### src/rtl/cursor_pkg.sv
// rtl/cursor_pkg.sv - shared types, default timings and wrap helpers for cursor_ctrl
package cursor_pkg;

  typedef enum logic [1:0] {
    IDLE   = 2'd0,
    DELAY  = 2'd1,
    REPEAT = 2'd2
  } state_t;

  typedef enum logic [1:0] {
    RIGHT = 2'd0,
    LEFT  = 2'd1,
    DOWN  = 2'd2,
    UP    = 2'd3
  } dir_t;

  localparam int unsigned DEF_DEBOUNCE_CYC = 500000;
  localparam int unsigned DEF_REPEAT_DLY   = 25000000;
  localparam int unsigned DEF_REPEAT_PER   = 5000000;

  // A zero-length interval would stall the counters, so it is treated as one cycle.
  function automatic logic [31:0] at_least_one(input logic [31:0] x);
    return (x == 32'd0) ? 32'd1 : x;
  endfunction

  function automatic logic [31:0] inc_wrap(input logic [31:0] x, input logic [31:0] lim);
    return (x == lim - 32'd1) ? 32'd0 : x + 32'd1;
  endfunction

  function automatic logic [31:0] dec_wrap(input logic [31:0] x, input logic [31:0] lim);
    return (x == 32'd0) ? lim - 32'd1 : x - 32'd1;
  endfunction

endpackage

### src/rtl/cursor_ctrl_if.sv
// rtl/cursor_ctrl_if.sv - key, grid and cursor-position bundle between board and cursor_ctrl
interface cursor_ctrl_if;

  logic [3:0]  key_n;
  logic [31:0] largeur_grille;
  logic [31:0] hauteur_grille;
  logic [31:0] h_position_du_curseur;
  logic [31:0] v_position_du_curseur;
  logic        move_pulse;

  modport master (
    output key_n,
    output largeur_grille,
    output hauteur_grille,
    input  h_position_du_curseur,
    input  v_position_du_curseur,
    input  move_pulse
  );

  modport slave (
    input  key_n,
    input  largeur_grille,
    input  hauteur_grille,
    output h_position_du_curseur,
    output v_position_du_curseur,
    output move_pulse
  );

endinterface

### src/rtl/key_debounce.sv
// rtl/key_debounce.sv - 2-flop synchronizer plus level debouncer for one active-low button
module key_debounce
  import cursor_pkg::*;
#(
  parameter int unsigned DEBOUNCE_CYC = DEF_DEBOUNCE_CYC
) (
  input  logic clk_50,
  input  logic reset_n,
  input  logic i_key_n,
  output logic o_pressed
);

  localparam logic [31:0] LP_CYC = at_least_one(32'(DEBOUNCE_CYC));

  logic [1:0]  r_sync;
  logic        r_pressed;
  logic [31:0] r_cnt;
  logic        w_level;

  assign w_level   = ~r_sync[1];
  assign o_pressed = r_pressed;

  // The counter measures how long the synchronized level has disagreed with the accepted state.
  always_ff @(posedge clk_50 or negedge reset_n) begin
    if (!reset_n) begin
      r_sync    <= 2'b11;
      r_pressed <= 1'b0;
      r_cnt     <= 32'd0;
    end else begin
      r_sync <= {r_sync[0], i_key_n};
      if (w_level == r_pressed) begin
        r_cnt <= 32'd0;
      end else if (r_cnt == LP_CYC - 32'd1) begin
        r_pressed <= w_level;
        r_cnt     <= 32'd0;
      end else begin
        r_cnt <= r_cnt + 32'd1;
      end
    end
  end

endmodule

### src/rtl/cursor_ctrl.sv
// rtl/cursor_ctrl.sv - debounced 4-way cursor with auto-repeat and wrap/clamp on a WxH grid
module cursor_ctrl
  import cursor_pkg::*;
#(
  parameter int unsigned DEBOUNCE_CYC = DEF_DEBOUNCE_CYC,
  parameter int unsigned REPEAT_DLY   = DEF_REPEAT_DLY,
  parameter int unsigned REPEAT_PER   = DEF_REPEAT_PER
) (
  input  logic          clk_50,
  input  logic          reset_n,
  cursor_ctrl_if.slave  cur
);

  localparam logic [31:0] LP_DLY = at_least_one(32'(REPEAT_DLY));
  localparam logic [31:0] LP_PER = at_least_one(32'(REPEAT_PER));

  logic [3:0]  w_pressed;
  logic        w_valid;
  dir_t        w_dir;

  state_t      r_state, w_state_nxt;
  logic [31:0] r_timer, w_timer_nxt;
  dir_t        r_dir, w_dir_nxt;
  logic        w_move;

  logic [31:0] r_h, r_v;
  logic        r_pulse;
  logic [31:0] w_w, w_hgt;
  logic        w_clamp;

  for (genvar g = 0; g < 4; g++) begin : g_key
    key_debounce #(.DEBOUNCE_CYC(DEBOUNCE_CYC)) u_key (
      .clk_50    (clk_50),
      .reset_n   (reset_n),
      .i_key_n   (cur.key_n[g]),
      .o_pressed (w_pressed[g])
    );
  end

  assign w_valid = $onehot(w_pressed);

  always_comb begin
    w_dir = RIGHT;
    case (w_pressed)
      4'b0010: w_dir = LEFT;
      4'b0100: w_dir = DOWN;
      4'b1000: w_dir = UP;
      default: w_dir = RIGHT;
    endcase
  end

  always_ff @(posedge clk_50 or negedge reset_n) begin
    if (!reset_n) begin
      r_state <= IDLE;
      r_timer <= 32'd0;
      r_dir   <= RIGHT;
    end else begin
      r_state <= w_state_nxt;
      r_timer <= w_timer_nxt;
      r_dir   <= w_dir_nxt;
    end
  end

  // Any change of the held key set drops back to IDLE silently; IDLE re-arms on the following cycle.
  always_comb begin
    w_state_nxt = r_state;
    w_timer_nxt = r_timer;
    w_dir_nxt   = r_dir;
    w_move      = 1'b0;
    case (r_state)
      IDLE: begin
        if (w_valid) begin
          w_state_nxt = DELAY;
          w_timer_nxt = LP_DLY - 32'd1;
          w_dir_nxt   = w_dir;
          w_move      = 1'b1;
        end
      end
      DELAY, REPEAT: begin
        if (!w_valid || (w_dir != r_dir)) begin
          w_state_nxt = IDLE;
          w_timer_nxt = 32'd0;
        end else if (r_timer == 32'd0) begin
          w_state_nxt = REPEAT;
          w_timer_nxt = LP_PER - 32'd1;
          w_move      = 1'b1;
        end else begin
          w_timer_nxt = r_timer - 32'd1;
        end
      end
      default: begin
        w_state_nxt = IDLE;
        w_timer_nxt = 32'd0;
      end
    endcase
  end

  assign w_w     = at_least_one(cur.largeur_grille);
  assign w_hgt   = at_least_one(cur.hauteur_grille);
  assign w_clamp = (r_h >= w_w) || (r_v >= w_hgt);

  // A shrinking grid pulls the cursor back inside before any move is honoured.
  always_ff @(posedge clk_50 or negedge reset_n) begin
    if (!reset_n) begin
      r_h     <= 32'd0;
      r_v     <= 32'd0;
      r_pulse <= 1'b0;
    end else if (w_clamp) begin
      r_h     <= (r_h >= w_w)   ? w_w - 32'd1   : r_h;
      r_v     <= (r_v >= w_hgt) ? w_hgt - 32'd1 : r_v;
      r_pulse <= 1'b0;
    end else begin
      r_pulse <= w_move;
      if (w_move) begin
        case (w_dir_nxt)
          RIGHT:   r_h <= inc_wrap(r_h, w_w);
          LEFT:    r_h <= dec_wrap(r_h, w_w);
          DOWN:    r_v <= inc_wrap(r_v, w_hgt);
          UP:      r_v <= dec_wrap(r_v, w_hgt);
          default: r_h <= r_h;
        endcase
      end
    end
  end

  assign cur.h_position_du_curseur = r_h;
  assign cur.v_position_du_curseur = r_v;
  assign cur.move_pulse            = r_pulse;

endmodule

### src/flat_wrapper.sv
// flat-port wrapper written by rule: the top's interface ports become plain ports
module cursor_ctrl_flat import cursor_pkg::*;
#(
  parameter int unsigned DEBOUNCE_CYC = DEF_DEBOUNCE_CYC,
  parameter int unsigned REPEAT_DLY   = DEF_REPEAT_DLY,
  parameter int unsigned REPEAT_PER   = DEF_REPEAT_PER
)
  (clk_50, reset_n, cur_key_n, cur_largeur_grille, cur_hauteur_grille, cur_h_position_du_curseur, cur_v_position_du_curseur, cur_move_pulse);
  cursor_ctrl_if cur_i ();
  input  logic clk_50;
  input  logic reset_n;
  input wire logic [$bits(cur_i.key_n)-1:0] cur_key_n;
  input wire logic [$bits(cur_i.largeur_grille)-1:0] cur_largeur_grille;
  input wire logic [$bits(cur_i.hauteur_grille)-1:0] cur_hauteur_grille;
  output wire logic [$bits(cur_i.h_position_du_curseur)-1:0] cur_h_position_du_curseur;
  output wire logic [$bits(cur_i.v_position_du_curseur)-1:0] cur_v_position_du_curseur;
  output wire logic [$bits(cur_i.move_pulse)-1:0] cur_move_pulse;
  assign cur_i.key_n = cur_key_n;
  assign cur_i.largeur_grille = cur_largeur_grille;
  assign cur_i.hauteur_grille = cur_hauteur_grille;
  assign cur_h_position_du_curseur = cur_i.h_position_du_curseur;
  assign cur_v_position_du_curseur = cur_i.v_position_du_curseur;
  assign cur_move_pulse = cur_i.move_pulse;
  cursor_ctrl #(.DEBOUNCE_CYC(DEBOUNCE_CYC), .REPEAT_DLY(REPEAT_DLY), .REPEAT_PER(REPEAT_PER)) u_core (.clk_50(clk_50), .reset_n(reset_n), .cur(cur_i));
endmodule
### config.mk
export PLATFORM = sky130hd
export DESIGN_NAME = cursor_ctrl_flat
export DESIGN_NICKNAME = d
export VERILOG_FILES = /design/src/rtl/cursor_pkg.sv /design/src/rtl/cursor_ctrl_if.sv /design/src/rtl/key_debounce.sv /design/src/rtl/cursor_ctrl.sv /design/src/flat_wrapper.sv
export SDC_FILE = /design/constraint.sdc
export NUM_CORES = 1
export LEC_CHECK = 0
export BUFFER_PORTS_ARGS = -buffer_cell sky130_fd_sc_hd__buf_4
export CAP_MARGIN = 20
export CORE_ASPECT_RATIO = 2
export CORE_MARGIN = 2
export CORE_UTILIZATION = 40
export DETAILED_ROUTE_END_ITERATION = 6
export HOLD_SLACK_MARGIN = 0.02
export PLACE_DENSITY_LB_ADDON = 0.08
export SYNTH_ARGS = -nofsm -noshare
export SYNTH_HDL_FRONTEND = slang
export SYNTH_SLANG_ARGS = --single-unit
### constraint.sdc
create_clock -name clk_50 -period 8 [get_ports clk_50]
set_input_delay 0.8 -clock clk_50 [delete_from_list [all_inputs] [get_ports clk_50]]
set_output_delay 0.8 -clock clk_50 [all_outputs]
set_load 0.02 [all_outputs]
==> impl_metrics.toml <==
[power_and_ir_drop]
p_per_area_nw_per_um2 = 272
p_int_mw = 3.32
seq_power_share = 0.313
p_leak_nw = 9.62
vdd_drop_max_mv = 0.193
power_frac_comb = 0.483
p_switching_mw = 3.05
p_sw_frac = 0.479
power.share.clock = 0.204

[critical_path]
cp_data_arrival_time_ps = 6490
crit_path_start_kind = "input pin"
required_ps = 8410
crit_start = "cur_largeur_grille[11]"
cp_max_fo = 17
cp-end-kind = "flop"
worstReg2RegStart = "u_core.g_key[2].u_key.o_pressed$_DFFE_PN0P_"
crit_type = "input pin to flop"

[die]
die_h_um = 327
die-area_um2 = 54300
start_util = 0.405
fp.coreArea_um2 = 51700
die_w_um = 166
placementRows = 118
boundaryPins = 135

[synth]
avgSynthCellArea_um2 = 7.88
synthArstFlopShare = 1.00
netlist_instances = 2655
syn_nets = 2813
ys_seq_area_frac = 0.289
synth_cell_type_count = 86
yosysWarningCount = 0
netlist_area_um2 = 20900
synth_ff_type = "dfrtp_1"
ys_ff_latch = 241
synth_edf_count = 0

[final_layout]
num_antenna_cells = 0
fin_util = 0.454
nNetsFinal = 2854
stdcell_area_um2 = 23500
syn_to_final_growth_pct = 12.1
drive_gt1_frac = 0.114
final_cells = 3376

[sta]
slew_headroom = 0.250
slew_violations = 0
min_period_ps = 6080
fin_skew_ps = 40.7
fin_ws_ps = 1920
setup_viol = 0
max_freq_mhz = 164
finalCritPeriodShare = 0.760
tightest_slew_ps = 1110
hold_viol = 0
setup_tns_ps = 0
rsz0062_at_grt = "false"

[clocking]
cts_setup_buffers = 0
cts_resized = 0
cts_hold_buf = 0
cts_buffers = 26
cts_sinks = 241
cts_root_buffer = "clkbuf_16"
cts_tree = "built"
path_clk_slew_ps = 70
clock_latency_ps = 590
clk_path_buf_depth = 3
h-tree-depth = 1

[placement]
dpl.cell_count = 3325
gp_congestion = 1.05
place_area_um2 = 22500
dp_hpwl_um = 65300
port_buffers = 134
place_worst_setup_slack_ps = 1430

[routing]
wl_met1_um = 27700
drt_iter0_markers = 1567
drt_first_pass_iters = 5
wl_met2_um = 45700
wl_um = 84800
drt-wirelength-per-cell_um = 25.1
wl_met3_um = 3780
drtAntennaViolNets = 0
vias = 21012
routed.top_layer = "met5"
drc = 0
via_per_inst = 6.22

[outcome]
outcome = "finished clean"

[global_route]
grt_max_degree = 146
grt_antenna_before_repair = 1
grt-ovfl-total = 0
grt_pass1_vias = 21372
grt_first_pass_wirelength_um = 128000
grt_usage = 0.305

[flow_run]
max-cap-violations = 0

[worst_hold_path]
hold_path_class = "input pin to asynchronous set/reset pin"
-- flip-flops by register name, indices dropped and copies added (netlist names) --
register	flops
u_core.cur.move_pulse	1
u_core.r_timer	32
u_core.g_key.u_key.r_sync	8
u_core.cur.h_position_du_curseur	32
u_core.r_dir	2
u_core.r_state	2
u_core.cur.v_position_du_curseur	32
u_core.g_key.u_key.r_cnt	128
u_core.g_key.u_key.o_pressed	4
-- power by group through the flow --
stage,logic (mW),registers [mW],clock network (mW)
2_1_floorplan,1.99,1.77,0
3_3_place_gp,2.99,2.00,0
3_5_place_dp,3.04,2.00,0
4_1_cts,3.05,1.98,1.34
5_1_grt,3.32,2.03,1.38
6_report,3.08,1.99,1.30
-- cell type report --
class	count	area, um2
fillers	5314	28200
multi-input cells	2135	13900
flip-flops and latches	241	6040
repair buffers	187	1430
well taps	660	826
clock buffers	32	703
inverters	105	394
clock inverters	16	199
-- final timing paths --
| path | to | slack, ps | depth (start not counted) |
|---|---|---|---|
| setup / recovery | u_core.cur.h_position_du_curseur[27]$_DFFE_PN0P_ | 1920 | 18 |
| setup reg to reg | u_core.cur.h_position_du_curseur[31]$_DFFE_PN0P_ | 2790 | 11 |
| hold / removal | u_core.cur.h_position_du_curseur[9]$_DFFE_PN0P_ | 200 | 1 |
| hold reg to reg | u_core.g_key[0].u_key.r_sync[1]$_DFF_PN1_ | 350 | 0 |
| max in group asynchronous | u_core.g_key[2].u_key.r_cnt[12]$_DFF_PN0_ | 6400 | 2 |
| min in group clk_50 | u_core.g_key[3].u_key.r_sync[0]$_DFF_PN1_ | 320 | 1 |
-- cell usage after synthesis, types with 11 or more instances --
library cell	number	area, um2
or2_2	21	131
ha_1	87	1090
o22ai_1	32	200
and4_1	26	228
or4_1	33	248
a31oi_1	40	250
and3_1	46	288
or3_1	60	375
o311ai_0	14	123
o211ai_1	57	428
nor3_1	80	400
nor4_1	65	407
nand4_1	83	519
xnor2_1	155	1360
inv_1	105	394
clkbuf_1	151	567
buf_2	11	55.1
a211oi_1	16	120
dfrtp_1	233	5830
o2111ai_1	15	131
nand3_1	130	651
nand2_1	266	998
a21oi_1	68	340
a211o_1	12	105
nor2b_1	30	188
xor2_1	126	1100
o31ai_1	19	143
nand2b_1	20	125
nor4b_1	12	105
and2_1	19	119
nor2_1	313	1170
o21ai_0	100	500
-- cell usage in the layout, fill, tap and decap left out, drive strengths merged, types with 72 or more instances in the layout --
master / count
ha: 87
nor4: 72
nor2: 314
nand2: 266
inv: 109
o21ai: 102
dfrtp: 233
nand4: 83
xnor2: 155
buf: 187
nor3: 81
xor2: 126
nand3: 130
-- worst max-delay path: stages --
cell	delay, ps
buf_4	150
or4_4	670
nor4_4	300
buf_4	220
nand2_1	160
nor2_1	230
nor2_1	100
ha_1	320
xnor2_1	130
a2111oi_0	520
o2111ai_1	200
nor4_1	310
nand4_1	190
or4_1	580
or4_1	900
buf_4	370
a32oi_1	200
o211ai_1	110
-- kinds of logic after synthesis --
logic type,synth area share
buf+inv,0.0518
flops,0.289
mux,0.00855
simple gates,0.301
xor+xnor,0.128
compound gates,0.169
fa+ha+maj,0.0530
-- metal layers --
metal  vias to the layer above  global-route usage
met2                       791               0.591
met5                         -                   0
met1                     10190               0.290
met4                         2               0.236
met3                       314              0.0329
li1                       9715                   -
-- metrics by stage --
step | hold slack (ps) | total power [mW]
5_1_grt | 298 | 6.73
3_5_place_dp | 347 | 5.03
2_1_floorplan | 345 | 3.76
3_3_place_gp | 346 | 4.99
4_1_cts | 282 | 6.36
6_report | 197 | 6.37
Note: power is estimated with default switching activity, not from simulation.
